File: config.mk
export PLATFORM = sky130hd
export DESIGN_NAME = text_memory_arbiter
export DESIGN_NICKNAME = d
export VERILOG_FILES = /design/src/rtl/text_memory_arbiter.sv
export SDC_FILE = /design/constraint.sdc
export NUM_CORES = 1
export LEC_CHECK = 0
export ABC_AREA = 1
export CAP_MARGIN = 20
export CORE_MARGIN = 4
export CORE_UTILIZATION = 47
export CTS_BUF_LIST = sky130_fd_sc_hd__clkbuf_4 sky130_fd_sc_hd__clkbuf_8
export DETAILED_ROUTE_END_ITERATION = 8
export GPL_ROUTABILITY_DRIVEN = 0
export PLACE_DENSITY = 0.83
export SLEW_MARGIN = 20
export SYNTH_ARGS = -nofsm -noshare
export SYNTH_HDL_FRONTEND = slang
export SYNTH_SLANG_ARGS = --single-unit
File: constraint.sdc
create_clock -name clock -period 8.3 [get_ports clock]
set_input_delay 1.245 -clock clock [delete_from_list [all_inputs] [get_ports clock]]
set_output_delay 1.245 -clock clock [all_outputs]
set_load 0.1 [all_outputs]
File: src/rtl/text_memory_arbiter.sv
// text_memory_arbiter
// Shares the single-ported, synchronous-read text memory between instruction
// fetch and a data-side reader. Each port has a one-deep response slot with a
// hold register so a stalled response survives the memory being re-addressed.
module text_memory_arbiter #(
  parameter logic [31:0] TEXT_BEGIN   = 32'h0040_0000,
  parameter logic [31:0] TEXT_END     = 32'h0040_FFFF,
  parameter int          STARVE_LIMIT = 4
) (
  input  logic        clock,
  input  logic        reset,
  // fetch port
  input  logic        if_req_valid,
  output logic        if_req_ready,
  input  logic [31:0] if_req_addr,
  output logic        if_rsp_valid,
  input  logic        if_rsp_ready,
  output logic [31:0] if_rsp_data,
  output logic        if_rsp_error,
  // data port
  input  logic        dt_req_valid,
  output logic        dt_req_ready,
  input  logic [31:0] dt_req_addr,
  output logic        dt_rsp_valid,
  input  logic        dt_rsp_ready,
  output logic [31:0] dt_rsp_data,
  output logic        dt_rsp_error,
  // text memory
  output logic [13:0] mem_address,
  input  logic [31:0] mem_q
);

  localparam int CNT_W = $clog2(STARVE_LIMIT + 1);
  localparam logic [CNT_W-1:0] CNT_MAX = CNT_W'(STARVE_LIMIT);

  typedef enum logic [1:0] {
    IDLE     = 2'd0,
    INFLIGHT = 2'd1,
    HOLD     = 2'd2
  } port_state_t;

  port_state_t if_state, if_state_next;
  port_state_t dt_state, dt_state_next;

  logic             if_in_range, dt_in_range;
  logic             if_slot_free, dt_slot_free;
  logic             if_cand, dt_cand;
  logic             if_grant, dt_grant;
  logic             if_err_q, dt_err_q;
  logic [31:0]      if_hold, dt_hold;
  logic [13:0]      last_address;
  logic [CNT_W-1:0] starve_cnt;

  // Range and alignment decode for both request ports.
  always_comb begin
    if_in_range = (if_req_addr >= TEXT_BEGIN) && (if_req_addr <= TEXT_END) &&
                  (if_req_addr[1:0] == 2'b00);
    dt_in_range = (dt_req_addr >= TEXT_BEGIN) && (dt_req_addr <= TEXT_END) &&
                  (dt_req_addr[1:0] == 2'b00);
  end

  // Arbitration: fetch wins by default, data wins when starved or when fetch
  // cannot use the memory; a port whose slot is full never takes the grant.
  always_comb begin
    if_slot_free = (if_state == IDLE) || (if_rsp_valid && if_rsp_ready);
    dt_slot_free = (dt_state == IDLE) || (dt_rsp_valid && dt_rsp_ready);
    if_cand      = !reset && if_req_valid && if_in_range && if_slot_free;
    dt_cand      = !reset && dt_req_valid && dt_in_range && dt_slot_free;
    dt_grant     = dt_cand && ((starve_cnt == CNT_MAX) || !if_cand);
    if_grant     = if_cand && !dt_grant;
    if_req_ready = !reset && if_slot_free &&
                   ((if_req_valid && !if_in_range) || if_grant);
    dt_req_ready = !reset && dt_slot_free &&
                   ((dt_req_valid && !dt_in_range) || dt_grant);
    if (if_grant) begin
      mem_address = if_req_addr[15:2];
    end else if (dt_grant) begin
      mem_address = dt_req_addr[15:2];
    end else begin
      mem_address = last_address;
    end
  end

  // Per-port state registers.
  always_ff @(posedge clock or posedge reset) begin
    if (reset) begin
      if_state <= IDLE;
      dt_state <= IDLE;
    end else begin
      if_state <= if_state_next;
      dt_state <= dt_state_next;
    end
  end

  // Next-state logic: an accept always (re)enters INFLIGHT, otherwise an
  // unconsumed response parks in HOLD until the consumer takes it.
  always_comb begin
    if_state_next = if_state;
    dt_state_next = dt_state;
    if (if_req_ready) begin
      if_state_next = INFLIGHT;
    end else if (if_state != IDLE) begin
      if_state_next = if_rsp_ready ? IDLE : HOLD;
    end
    if (dt_req_ready) begin
      dt_state_next = INFLIGHT;
    end else if (dt_state != IDLE) begin
      dt_state_next = dt_rsp_ready ? IDLE : HOLD;
    end
  end

  // Response outputs come only from state, the error flag, the hold register
  // and mem_q, so there is no combinational path from the request side.
  always_comb begin
    if_rsp_valid = (if_state != IDLE);
    dt_rsp_valid = (dt_state != IDLE);
    if_rsp_error = if_rsp_valid && if_err_q;
    dt_rsp_error = dt_rsp_valid && dt_err_q;
    case (if_state)
      INFLIGHT: if_rsp_data = if_err_q ? 32'h0 : mem_q;
      HOLD:     if_rsp_data = if_hold;
      default:  if_rsp_data = 32'h0;
    endcase
    case (dt_state)
      INFLIGHT: dt_rsp_data = dt_err_q ? 32'h0 : mem_q;
      HOLD:     dt_rsp_data = dt_hold;
      default:  dt_rsp_data = 32'h0;
    endcase
  end

  // Error flags latch on accept; hold registers capture the live response the
  // first cycle it is not consumed, before the other port can re-address memory.
  always_ff @(posedge clock or posedge reset) begin
    if (reset) begin
      if_err_q <= 1'b0;
      dt_err_q <= 1'b0;
      if_hold  <= 32'h0;
      dt_hold  <= 32'h0;
    end else begin
      if (if_req_ready) begin
        if_err_q <= !if_in_range;
      end
      if (dt_req_ready) begin
        dt_err_q <= !dt_in_range;
      end
      if (if_state == INFLIGHT && !if_rsp_ready) begin
        if_hold <= if_err_q ? 32'h0 : mem_q;
      end
      if (dt_state == INFLIGHT && !dt_rsp_ready) begin
        dt_hold <= dt_err_q ? 32'h0 : mem_q;
      end
    end
  end

  // Remember the last granted word address so the memory stays parked on it.
  always_ff @(posedge clock or posedge reset) begin
    if (reset) begin
      last_address <= 14'h0;
    end else if (if_grant || dt_grant) begin
      last_address <= mem_address;
    end
  end

  // Starvation counter: counts cycles an in-range data request waits, clears
  // when data is served or stops asking; error requests leave it untouched.
  always_ff @(posedge clock or posedge reset) begin
    if (reset) begin
      starve_cnt <= '0;
    end else if (!dt_req_valid || (dt_req_ready && dt_in_range)) begin
      starve_cnt <= '0;
    end else if (dt_in_range && (starve_cnt != CNT_MAX)) begin
      starve_cnt <= starve_cnt + 1'b1;
    end
  end

endmodule

==> summary.md, run 1 <==
| Metric | Value |
|---|---|
| Mapped Nets | ~830 |
| CP Capture Type | output port |
| Area share of the largest cell type after synthesis | 41.40% |
| Worst EP required | just over 7 ns |
| Vias in the first global route | approximately 5.6k |
| Post-placement cell count | 992 |
| Commonest cells post-synth | 186 x nand3_1, 161 x nand2_1, 87 x dfrtp_1, 67 x o21ai_0, 65 x a21oi_1 |
| Syn Area/Cell | 7.294 um2 |
| Routed met1 length | between 6 and 7 mm |
| First-pass GRT wire length | about 27 mm |
| Dominant cell by count in the synthesized netlist | nand3_1 |
| Drt wl/cell | around 17 um |
| Outcome | finished clean |
| CTS clk-pin slew, worst paths | 0.08 ns |
| Worst slew margin | roughly 30% |
| GRT Total Usage | 26.30% |
| Vias per inst | around 5.7 |
| Fin Clk Skew | 0.01512 ns |
| Max incr delay on CP | between 1 and 1.5 ns |
| Synth area leader | dfrtp_1 |
| Routed Wire Length | 17.33 mm |
| Inserted Diodes | 0 |
| Multi-input gate area | about 2800 um2 |
| Max Used Layer | met4 |
| Crit-path cells | clkdlybuf4s50_1 > buf_4 > or2_1 > nand3_2 > nor2_8 > a21oi_4 > nand2_1 > nand3_1 > clkdlybuf4s50_1 |
| Slowest stage cell, crit path | clkdlybuf4s50_1 |
| Placeable Area | around 11000 um2 |
| Postcts setup bufs | 0 |
| H-tree depth | 3 |
| CTS Buffer Depth | 2 |
| Synth unique cells | 30 |
| Std cell rows | 38 |
| Clock sinks | 87 |
| Slew @ Worst Pin | between 1 and 1.5 ns |
| Peak supply drop | 0.0001799 V |
| Root buffer cell | clkbuf_8 |
| Synth-to-Final Area Change | 38.92% |
| Met3 WL | 1.462 mm |
| Ranking of synthesized cells by area | dfrtp_1 41%, nand3_1 18%, nand2_1 11% |
| Hold Vio Cnt, Final | 0 |
| Cells after Synth | 721 |
| RSZ-0062 raised after global routing | no |
| Synthesized area | about 5300 um2 |
| Final Non-Filler Cells | 1007 |
| Number of synthesized flops with an enable pin | 0 |
| I/O Pins | 186 |
| Flop-to-flop setup slack | approximately 5.5 ns |
| Hold WS | between 0.5 and 0.6 ns |
| DR pass1 iterations | 6 |
| Final nets | ~1000 |
| Static leakage | 3.236 nW |
| Synth Flop Type | dfrtp_1 |
| CTS tree | built |
| Fmax | between 0.15 and 0.2 GHz |
| Routed length on met2 | 8.591 mm |
| FFs w/ async S/R, synth | 100.0% |
| Die height | between 100 and 150 um |
| CP most frequent cell | clkdlybuf4s50_1 |
| PortBufs | between 150 and 200 |
| Dpl ws | about 2.1 ns |
| Type of origin of the critical path | input pin |
| Final cycle utilization of the critical path | between 60% and 70% |
| Final worst slack | approximately 2.5 ns |
| Worst Path Arrival | 4.51 ns |
| Fillers | between 900 and 1k |
| Flops & latches, synth | 87 |
| Die area | between 10000 and 15000 um2 |
| Crit path max-delay family | buffers and inverters |
| Setup TNS | 0 ns |
| CTS Hold Bufs | 0 |
| Critical path peak fanout | 34 |
| Post-layout min period | 5.751 ns |
| Total area of sequential cells | roughly 2200 um2 |
| MaxCap Viol Count | 0 |
| Worst path bufs/invs | 3 |
| Final count of pins violating max slew | 0 |
| DP Area | between 7000 and 8000 um2 |
| Initial antenna violation count | 0 |
| Inserted Clock Buffers | 9 |
| P per Cell Area | approximately 300 nW/um2 |
| Largest net degree at the start of global routing | 75 |
| Via count | 5771 |
| Post-detail-place hpwl | roughly 12 mm |
| Remaining DRCs | 0 |
| Share of cells above drive strength 1 | 6.459% |
| Synth warn | 0 |
| Die X | about 110 um |
| Clock insertion delay at the later pin of the skew report | ~0.36 ns |
| Final instance area | 7306 um2 |
| Hold crit path type | register to register |
| Seq/Total Area, Yosys | 41.40% |
| Setup violators final | 0 |
| Global route overflow | 0 |
| Cts repair resizes | 0 |
| Initial Util | about half |
| Antenna Nets Post-Route | 0 |
| Crit path kind | input pin to output port |
| DRT iter0 DRCs | ~640 |
==> cells by family (layout without fill, tap and decap cells) <==
logic type | count (synthesis) | after routing | synth area share, %
and+or+nand+nor | 405 | 405 | 36.83
AOI/OAI and AO/OA | 135 | 135 | 13.11
DFF | 87 | 87 | 41.40
buffers and inverters | 84 | 230 | 6.424
adders and majority gates | 8 | 8 | 1.903
xor gates and xnor gates | 2 | 2 | 0.3332
==> final cells by class <==
class,instances,area share [%]
sequential,87,29.80
clock inverter,5,1.147
tap,140,2.398
clock buffer,10,1.798
timing repair buffer,187,25.48
inverter,28,1.473
multi-input combinational,550,37.90
==> flip-flops by register name, indices dropped and copies added (netlist names) <==
signal	count
starve_cnt	3
dt_err_q	1
last_address	14
dt_state	2
if_state	2
if_hold	32
if_err_q	1
dt_hold	32
==> layer usage <==
layer	GRT usage [%]	vias to the layer above
li1	-	2712
met1	31.40	2716
met2	45.31	295
met3	5.995	48
met4	11.80	0
met5	0	-
==> metrics by stage <==
stage	util, %	power (mW)
global placement	64.99	1.862
global route	67.10	2.330
CTS	67.01	2.212
detailed placement	65.03	1.895
floorplan	-	1.573
finish	67.10	2.218
==> worst paths after layout <==
check                                   from         endpoint  cells past startpoint
worst min-delay path                if_err_q         if_err_q                      2
min in group asynchronous              reset    starve_cnt[1]                      2
worst max-delay path            dt_rsp_ready  mem_address[10]                      9
worst max register to register   dt_state[1]      dt_hold[27]                      6
max in group asynchronous              reset      if_hold[18]                      3
worst min register to register      if_err_q         if_err_q                      2
==> cells in the final DEF (no fill, tap or decap) <==
cell type        instances
bufinv_16                2
a21oi_4                  1
nor3_2                   1
clkinv_4                 1
clkdlybuf4s50_1        184
o211ai_1                 1
ha_2                     4
dfrtp_1                 87
nor2_8                   1
nor2_4                   4
nand3b_1                 2
buf_2                    1
nand2_1                161
nand3_1                186
or2_1                    3
ha_1                     4
clkbuf_4                 1
o21ai_1                  1
nor3_1                   1
xor2_1                   2
buf_4                    2
nand2_4                 10
nor2_1                  24
nand3_4                  1
clkinv_2                 2
clkinvlp_4               2
nand3_2                  3
o21ai_0                 67
nand2_2                  2
inv_1                   23
nor2_2                   5
a21oi_1                 65
clkbuf_8                 9
or2_4                    1
inv_2                    3
==> worst register-to-register path, stage by stage (launching register included) <==
cell	delay, ns
dfrtp_1	0.41
inv_1	0.10
ha_2	0.63
inv_1	0.63
nor2_4	0.74
nand3_1	0.17
nand2_1	0.10
==> where the power goes <==
part / total, mW / leakage [nW] / internal (mW) / switching [mW]
Clock: 0.321 / 0.102 / 0.172 / 0.149
Sequential: 0.591 / 1.15 / 0.534 / 0.0576
Combinational: 1.31 / 1.98 / 0.286 / 1.02
Total: 2.22 / 3.24 / 0.992 / 1.23
Power figures use the tool's default switching activity.
==> inputs of run 2 (changes only) <==
- clock period: 8.3 -> 5.7 ns (I/O delays scaled with it)
==> run 2 against run 1 <==
  * Cell area down 0.69%
  * Non-clock buffer count rose by 1
  * Register-to-register slack got worse by 2.6 ns
  * Sequential power increased by 46%
  * Sequential share of layout area is 0.21 points higher
  * Setup slack got worse by 0.95 ns
  * Critical path depth stayed put
  * Core utilization is 0.46 points lower
  * Flip-flop and latch count unchanged
  * Largest cell class unchanged
==> summary.md, run 2 (synthesized netlist as in run 1, its figures left out) <==
| Metric | Value |
|---|---|
| Clock sinks | 87 (unchanged) |
| Most common cell after layout, fill and taps aside | nand3_1 |
| RSZ-0062 raised after global routing | no |
| Antenna Nets Post-Route | 0 (unchanged) |
| Initial antenna violation count | 0 (unchanged) |
| Outcome | finished clean |
| Static leakage | 3.270 nW (+1.1%) |
| Final nets | 974 (+0.10%) |
| Setup TNS | 0 ns (unchanged) |
| Dpl ws | 1.612 ns (-0.5291 ns) |
| DR pass1 iterations | 7 (+1) |
| PortBufs | 185 (unchanged) |
| Global route overflow | 0 (unchanged) |
| Max incr delay on CP | 0.63 ns (-0.50 ns) |
| Die area | 12940 um2 (unchanged) |
| Type of origin of the critical path | input pin |
| H-tree depth | 3 (unchanged) |
| Via count | 5819 (+0.83%) |
| Die X | 113.8 um (unchanged) |
| Slew @ Worst Pin | 1.035 ns (-0.008788 ns) |
| Flop-to-flop setup slack | 2.87 ns (-2.59 ns) |
| Critical path peak fanout | 34 (unchanged) |
| Slowest stage cell, crit path | a21oi_4 |
| Post-detail-place hpwl | 12.29 mm (about the same) |
| Post-layout min period | between 4 and 5 ns |
| Die height | 113.8 um (unchanged) |
| Drt wl/cell | 17.28 um (+0.41%) |
| Clock insertion delay at the later pin of the skew report | 0.36 ns (about the same) |
| Setup violators final | 0 (unchanged) |
| CP Capture Type | output port |
| Worst Path Arrival | 3.25 ns (-1.26 ns) |
| Routed Wire Length | 17.38 mm (+0.31%) |
| Worst slew margin | 30.75% (+0.59 points) |
| Worst EP required | 4.85 ns (-2.20 ns) |
| Fmax | approximately 0.24 GHz |
| Root buffer cell | clkbuf_8 |
| Largest regs | dt_hold x32, if_hold x32, last_address x14 |
| Share of cells above drive strength 1 | 8.083% (+1.6 points) |
| Peak supply drop | 0.0002506 V (+39%) |
| Fin Clk Skew | 0.007099 ns (-0.008017 ns) |
| Largest net degree at the start of global routing | 82 (+9.3%) |
| Inserted Clock Buffers | 9 (unchanged) |
| Final worst slack | 1.598 ns (-0.9516 ns) |
| CP most frequent cell | buf_4 |
| Synth-to-Final Area Change | 37.97% |
| Most frequent cells in the layout | 186 x nand3_1, 169 x clkdlybuf4s50_1, 161 x nand2_1 |
| Final count of pins violating max slew | 0 (unchanged) |
| GRT Total Usage | 26.69% (+0.39 points) |
| Crit path kind | input pin to output port |
| Vias in the first global route | 5716 (+2.8%) |
| Remaining DRCs | 0 (unchanged) |
| Std cell rows | 38 (unchanged) |
| I/O Pins | 186 (unchanged) |
| Crit path max-delay family | buffers and inverters |
| MaxCap Viol Count | 0 (unchanged) |
| DRT iter0 DRCs | 754 (+19%) |
| Cts repair resizes | 0 (unchanged) |
| P per Cell Area | 441.5 nW/um2 (+45%) |
| Hold crit path type | register to register |
| Initial Util | 48.30% (unchanged) |
| Hold Vio Cnt, Final | 0 (unchanged) |
| Util after Layout | 66.64% (-0.46 points) |
| Final cycle utilization of the critical path | between 70 and 80% |
| First-pass GRT wire length | 27.81 mm (+1.5%) |
| Worst path bufs/invs | 3 (unchanged) |
| Vias per inst | 5.784 (+0.93%) |
| Placeable Area | 10890 um2 (unchanged) |
| CTS tree | built |
| Inserted Diodes | 0 (unchanged) |
| CTS Hold Bufs | 0 (unchanged) |
| Crit-path cells | clkdlybuf4s50_1 > buf_4 > or2_1 > nand3_2 > nor2_8 > a21oi_4 > nand2_1 > nand3_1 > buf_4 |
| CTS Buffer Depth | 2 (unchanged) |
| Postcts setup bufs | 0 (unchanged) |
| CTS clk-pin slew, worst paths | 0.08 ns (about the same) |
-- run 2: final timing paths --
check | depth (start not counted) | end | start
hold / removal | 2 | if_err_q | if_err_q
max in group asynchronous | 3 | if_hold[22] | reset
setup / recovery | 9 | mem_address[12] | dt_rsp_ready
min in group asynchronous | 2 | starve_cnt[2] | reset
setup reg to reg | 6 | dt_hold[29] | dt_state[1]
hold reg to reg | 2 | if_err_q | if_err_q
-- run 2: tightest hold or removal path, cell delays in order, from the launching register on --
cell,delay [ns]
dfrtp_1,0.36
nand2_1,0.06
nand2_1,0.05
-- run 2: power by group --
part           leakage (nW)  total (mW)  switching (mW)  internal, mW
sequential             1.15       0.864          0.0872         0.777
combinational          2.02        1.90            1.49         0.417
clock                0.0978       0.435           0.211         0.225
-- run 2: final cells by class --
class | instances | area [um2]
clock buffer | 12 | 158.9
sequential | 87 | 2177
clock inverter | 1 | 30.03
tap | 140 | 175.2
inverter | 28 | 107.6
multi-input combinational | 550 | 2769
fill | 917 | 3632
timing repair buffer | 188 | 1838
-- run 2: per-layer routing --
metal	global-route usage [%]	vias up	share of wire, %
li1	-	2711	-
met2	45.39	337	48
met1	31.62	2713	37
met3	6.897	58	9.9
met5	0	-	0
met4	12.59	0	5.0
-- run 2: through the flow --
stage	instance area, um2	hold WS [ns]	instances	total power [mW]
global route	7256	0.5413	1006	3.353
global placement	7043	0.4750	993	2.710
floorplan	5259	0.4419	721	2.290
detailed placement	7048	0.4802	993	2.759
finish	7256	0.4950	1006	3.203
CTS	7237	0.4996	1006	3.190
==> inputs of run 3 (changes only) <==
- clock period: 5.7 -> 4.3 ns (I/O delays scaled with it)
==> run 3 against run 2 <==
  * Clock power rose by 24%
  * Setup slack worse by 0.84 ns
  * Die area did not move
  * Sequential share of layout area fell by 0.29 points
  * Wire length up 0.29%
  * First-iteration DRC count shrank 3.6%
  * Core utilization is 0.66 points higher
  * Global-route usage is essentially flat
  * Cell count increased by 0.99%
  * Clock skew increased by 0.0078 ns
  * Flip-flop and latch count is the same
  * Register-to-register slack got worse by 0.95 ns
  * Critical path type unchanged
  * Largest power group unchanged
==> summary.md, run 3 (synthesized netlist as in run 1, its figures left out) <==
| Metric | Value |
|---|---|
| Vias per inst | 5.816 (+0.55%) |
| Root buffer cell | clkbuf_8 |
| Slew @ Worst Pin | 1.041 ns (+0.005850 ns) |
| Largest net degree at the start of global routing | 69 (-16%) |
| CTS Buffer Depth | 2 (unchanged) |
| Fmax | 0.2826 GHz |
| Clock power share | 12.9% (-0.7 points) |
| Routed Wire Length | 17.43 mm (+0.29%) |
| Max incr delay on CP | 0.65 ns (+0.02 ns) |
| Critical path peak fanout | 14 (-59%) |
| PortBufs | 185 (unchanged) |
| Antenna Nets Post-Route | 0 (unchanged) |
| Post-detail-place hpwl | 12.41 mm (+0.93%) |
| Drt wl/cell | 17.16 um (-0.69%) |
| Outcome | finished clean |
| CP Capture Type | output port |
| Initial antenna violation count | 0 (unchanged) |
| Setup TNS | 0 ns (unchanged) |
| Die area | 12940 um2 (unchanged) |
| Final instance area | 7327 um2 (+0.98%) |
| RSZ-0062 raised after global routing | no |
| P per Cell Area | 570.8 nW/um2 (+29%) |
| Clock sinks | 87 (unchanged) |
| Switching part of the total | 57.15% (+1.4 points) |
| Postcts setup bufs | 0 (unchanged) |
| MaxCap Viol Count | 0 (unchanged) |
| Fin Clk Skew | 0.01487 ns (+0.007767 ns) |
| Crit path kind | input pin to output port |
| Final nets | 981 (+0.72%) |
| First-pass GRT wire length | 27.95 mm (+0.50%) |
| Share of cells above drive strength 1 | 16.44% (+8.4 points) |
| Setup violators final | 0 (unchanged) |
| Inserted Diodes | 0 (unchanged) |
| Most frequent cells in the layout | 186 x nand3_1, 161 x nand2_1, 104 x clkdlybuf4s50_1 |
| Std cell rows | 38 (unchanged) |
| Type of origin of the critical path | input pin |
| Cts repair resizes | 0 (unchanged) |
| Slowest stage cell, crit path | a21oi_4 |
| Global route overflow | 0 (unchanged) |
| Worst EP required | 3.65 ns (-1.20 ns) |
| Hold crit path type | register to register |
| DRT iter0 DRCs | 727 (-3.6%) |
| Die height | 113.8 um (unchanged) |
| GRT Total Usage | 26.73% (+0.039 points) |
| CTS clk-pin slew, worst paths | 0.08 ns (about the same) |
| Clock insertion delay at the later pin of the skew report | 0.36 ns (about the same) |
| Worst slew margin | 30.50% (-0.25 points) |
| Util after Layout | 67.29% (+0.66 points) |
| Sw power | 2.390 mW (+34%) |
| DR pass1 iterations | 6 (-1) |
| Fillers | 912 (-0.55%) |
| Total Power | 4.182 mW (+31%) |
| Inserted Clock Buffers | 9 (unchanged) |
| Vias in the first global route | 5719 (+0.052%) |
| Peak supply drop | 0.0003235 V (+29%) |
| DP Area | 7136 um2 (+1.2%) |
| Remaining DRCs | 0 (unchanged) |
| CTS Hold Bufs | 0 (unchanged) |
| Die X | 113.8 um (unchanged) |
| Hold Vio Cnt, Final | 0 (unchanged) |
| Via count | 5909 (+1.5%) |
| Final cycle utilization of the critical path | between 80 and 90% |
| H-tree depth | 3 (unchanged) |
| Post-layout min period | ~3.5 ns |
| Placeable Area | 10890 um2 (unchanged) |
| Static leakage | 3.463 nW (+5.9%) |
| Most common cell after layout, fill and taps aside | nand3_1 |
| Internal | 1.792 mW (+26%) |
| Register share of total power | 27.2% (+0.2 points) |
| CTS tree | built |
| Synth-to-Final Area Change | 39.33% |
| Largest regs | dt_hold x32, if_hold x32, last_address x14 |
| Crit-path cells | clkdlybuf4s50_1 > or2_1 > nor2_2 > nand3_2 > clkinv_2 > nand2_2 > a21oi_4 > nand2_1 > nand3_1 > buf_12 |
| I/O Pins | 186 (unchanged) |
| Worst Path Arrival | 2.89 ns (-0.36 ns) |
| Final count of pins violating max slew | 0 (unchanged) |
| Comb power frac | 59.9% (+0.5 points) |
| Initial Util | 48.30% (unchanged) |
-- run 3: cell count changes in the layout (fill, tap and decap cells not counted), sizes merged --
cell,change
bufinv,-1
buf,+72
clkinvlp,+2
clkdlybuf4s50,-65
clkbuf,-2
inv,+1
clkinv,+3
-- run 3: layout make-up --
cell class / count / area (um2) / share of cell area (%)
Clock buffer: 10 / 137.6 / 1.878
Clock inverter: 6 / 43.79 / 0.5977
Inverter: 28 / 110.1 / 1.503
Multi-Input combinational cell: 550 / 2759 / 37.65
Sequential cell: 87 / 2177 / 29.71
Tap cell: 140 / 175.2 / 2.391
Timing Repair Buffer: 195 / 1924 / 26.26
-- run 3: stage by stage --
step | worst slack, ns | instances | hold WS [ns]
6_report | 0.7613 | 1016 | 0.5105
3_3_place_gp | 0.8305 | 1000 | 0.4644
5_1_grt | 0.5911 | 1016 | 0.5407
3_5_place_dp | 0.7239 | 1000 | 0.4837
2_1_floorplan | 0.03169 | 721 | 0.4419
4_1_cts | 0.7142 | 1016 | 0.5120
-- run 3: path summary, 6_finish.rpt --
path	startpoint	endpoint	slack (ns)	depth (start not counted)
min in group asynchronous	reset	last_address[13]	0.74	3
max in group asynchronous	reset	if_hold[25]	2.40	4
max	if_req_addr[1]	mem_address[12]	0.76	10
min reg2reg	dt_err_q	dt_err_q	0.51	2
min	dt_err_q	dt_err_q	0.51	2
max reg2reg	if_state[1]	if_hold[29]	1.92	7
-- run 3: worst max-delay path, delay by kind of cell --
family                 cells  cell delay [ns]
AOI/OAI and AO/OA          1             0.65
buffers and inverters      3             0.66
and+or+nand+nor            6             0.92
-- run 3: power by group through the flow --
stage,clock [mW],combinational (mW),sequential (mW)
2_1_floorplan,0,1.92,1.12
3_3_place_gp,0,2.44,1.13
3_5_place_dp,0,2.48,1.15
4_1_cts,0.546,2.49,1.13
5_1_grt,0.592,2.66,1.16
6_report,0.539,2.51,1.14
-- run 3: routing by layer --
layer,wire [um],part of all wire (%),vias up,global-route usage [%]
met3,1785,10,65,7.692
li1,-,-,2732,-
met2,8363,48,328,45.07
met4,802,4.6,0,13.30
met5,0,0,-,0
met1,6478,37,2784,31.17
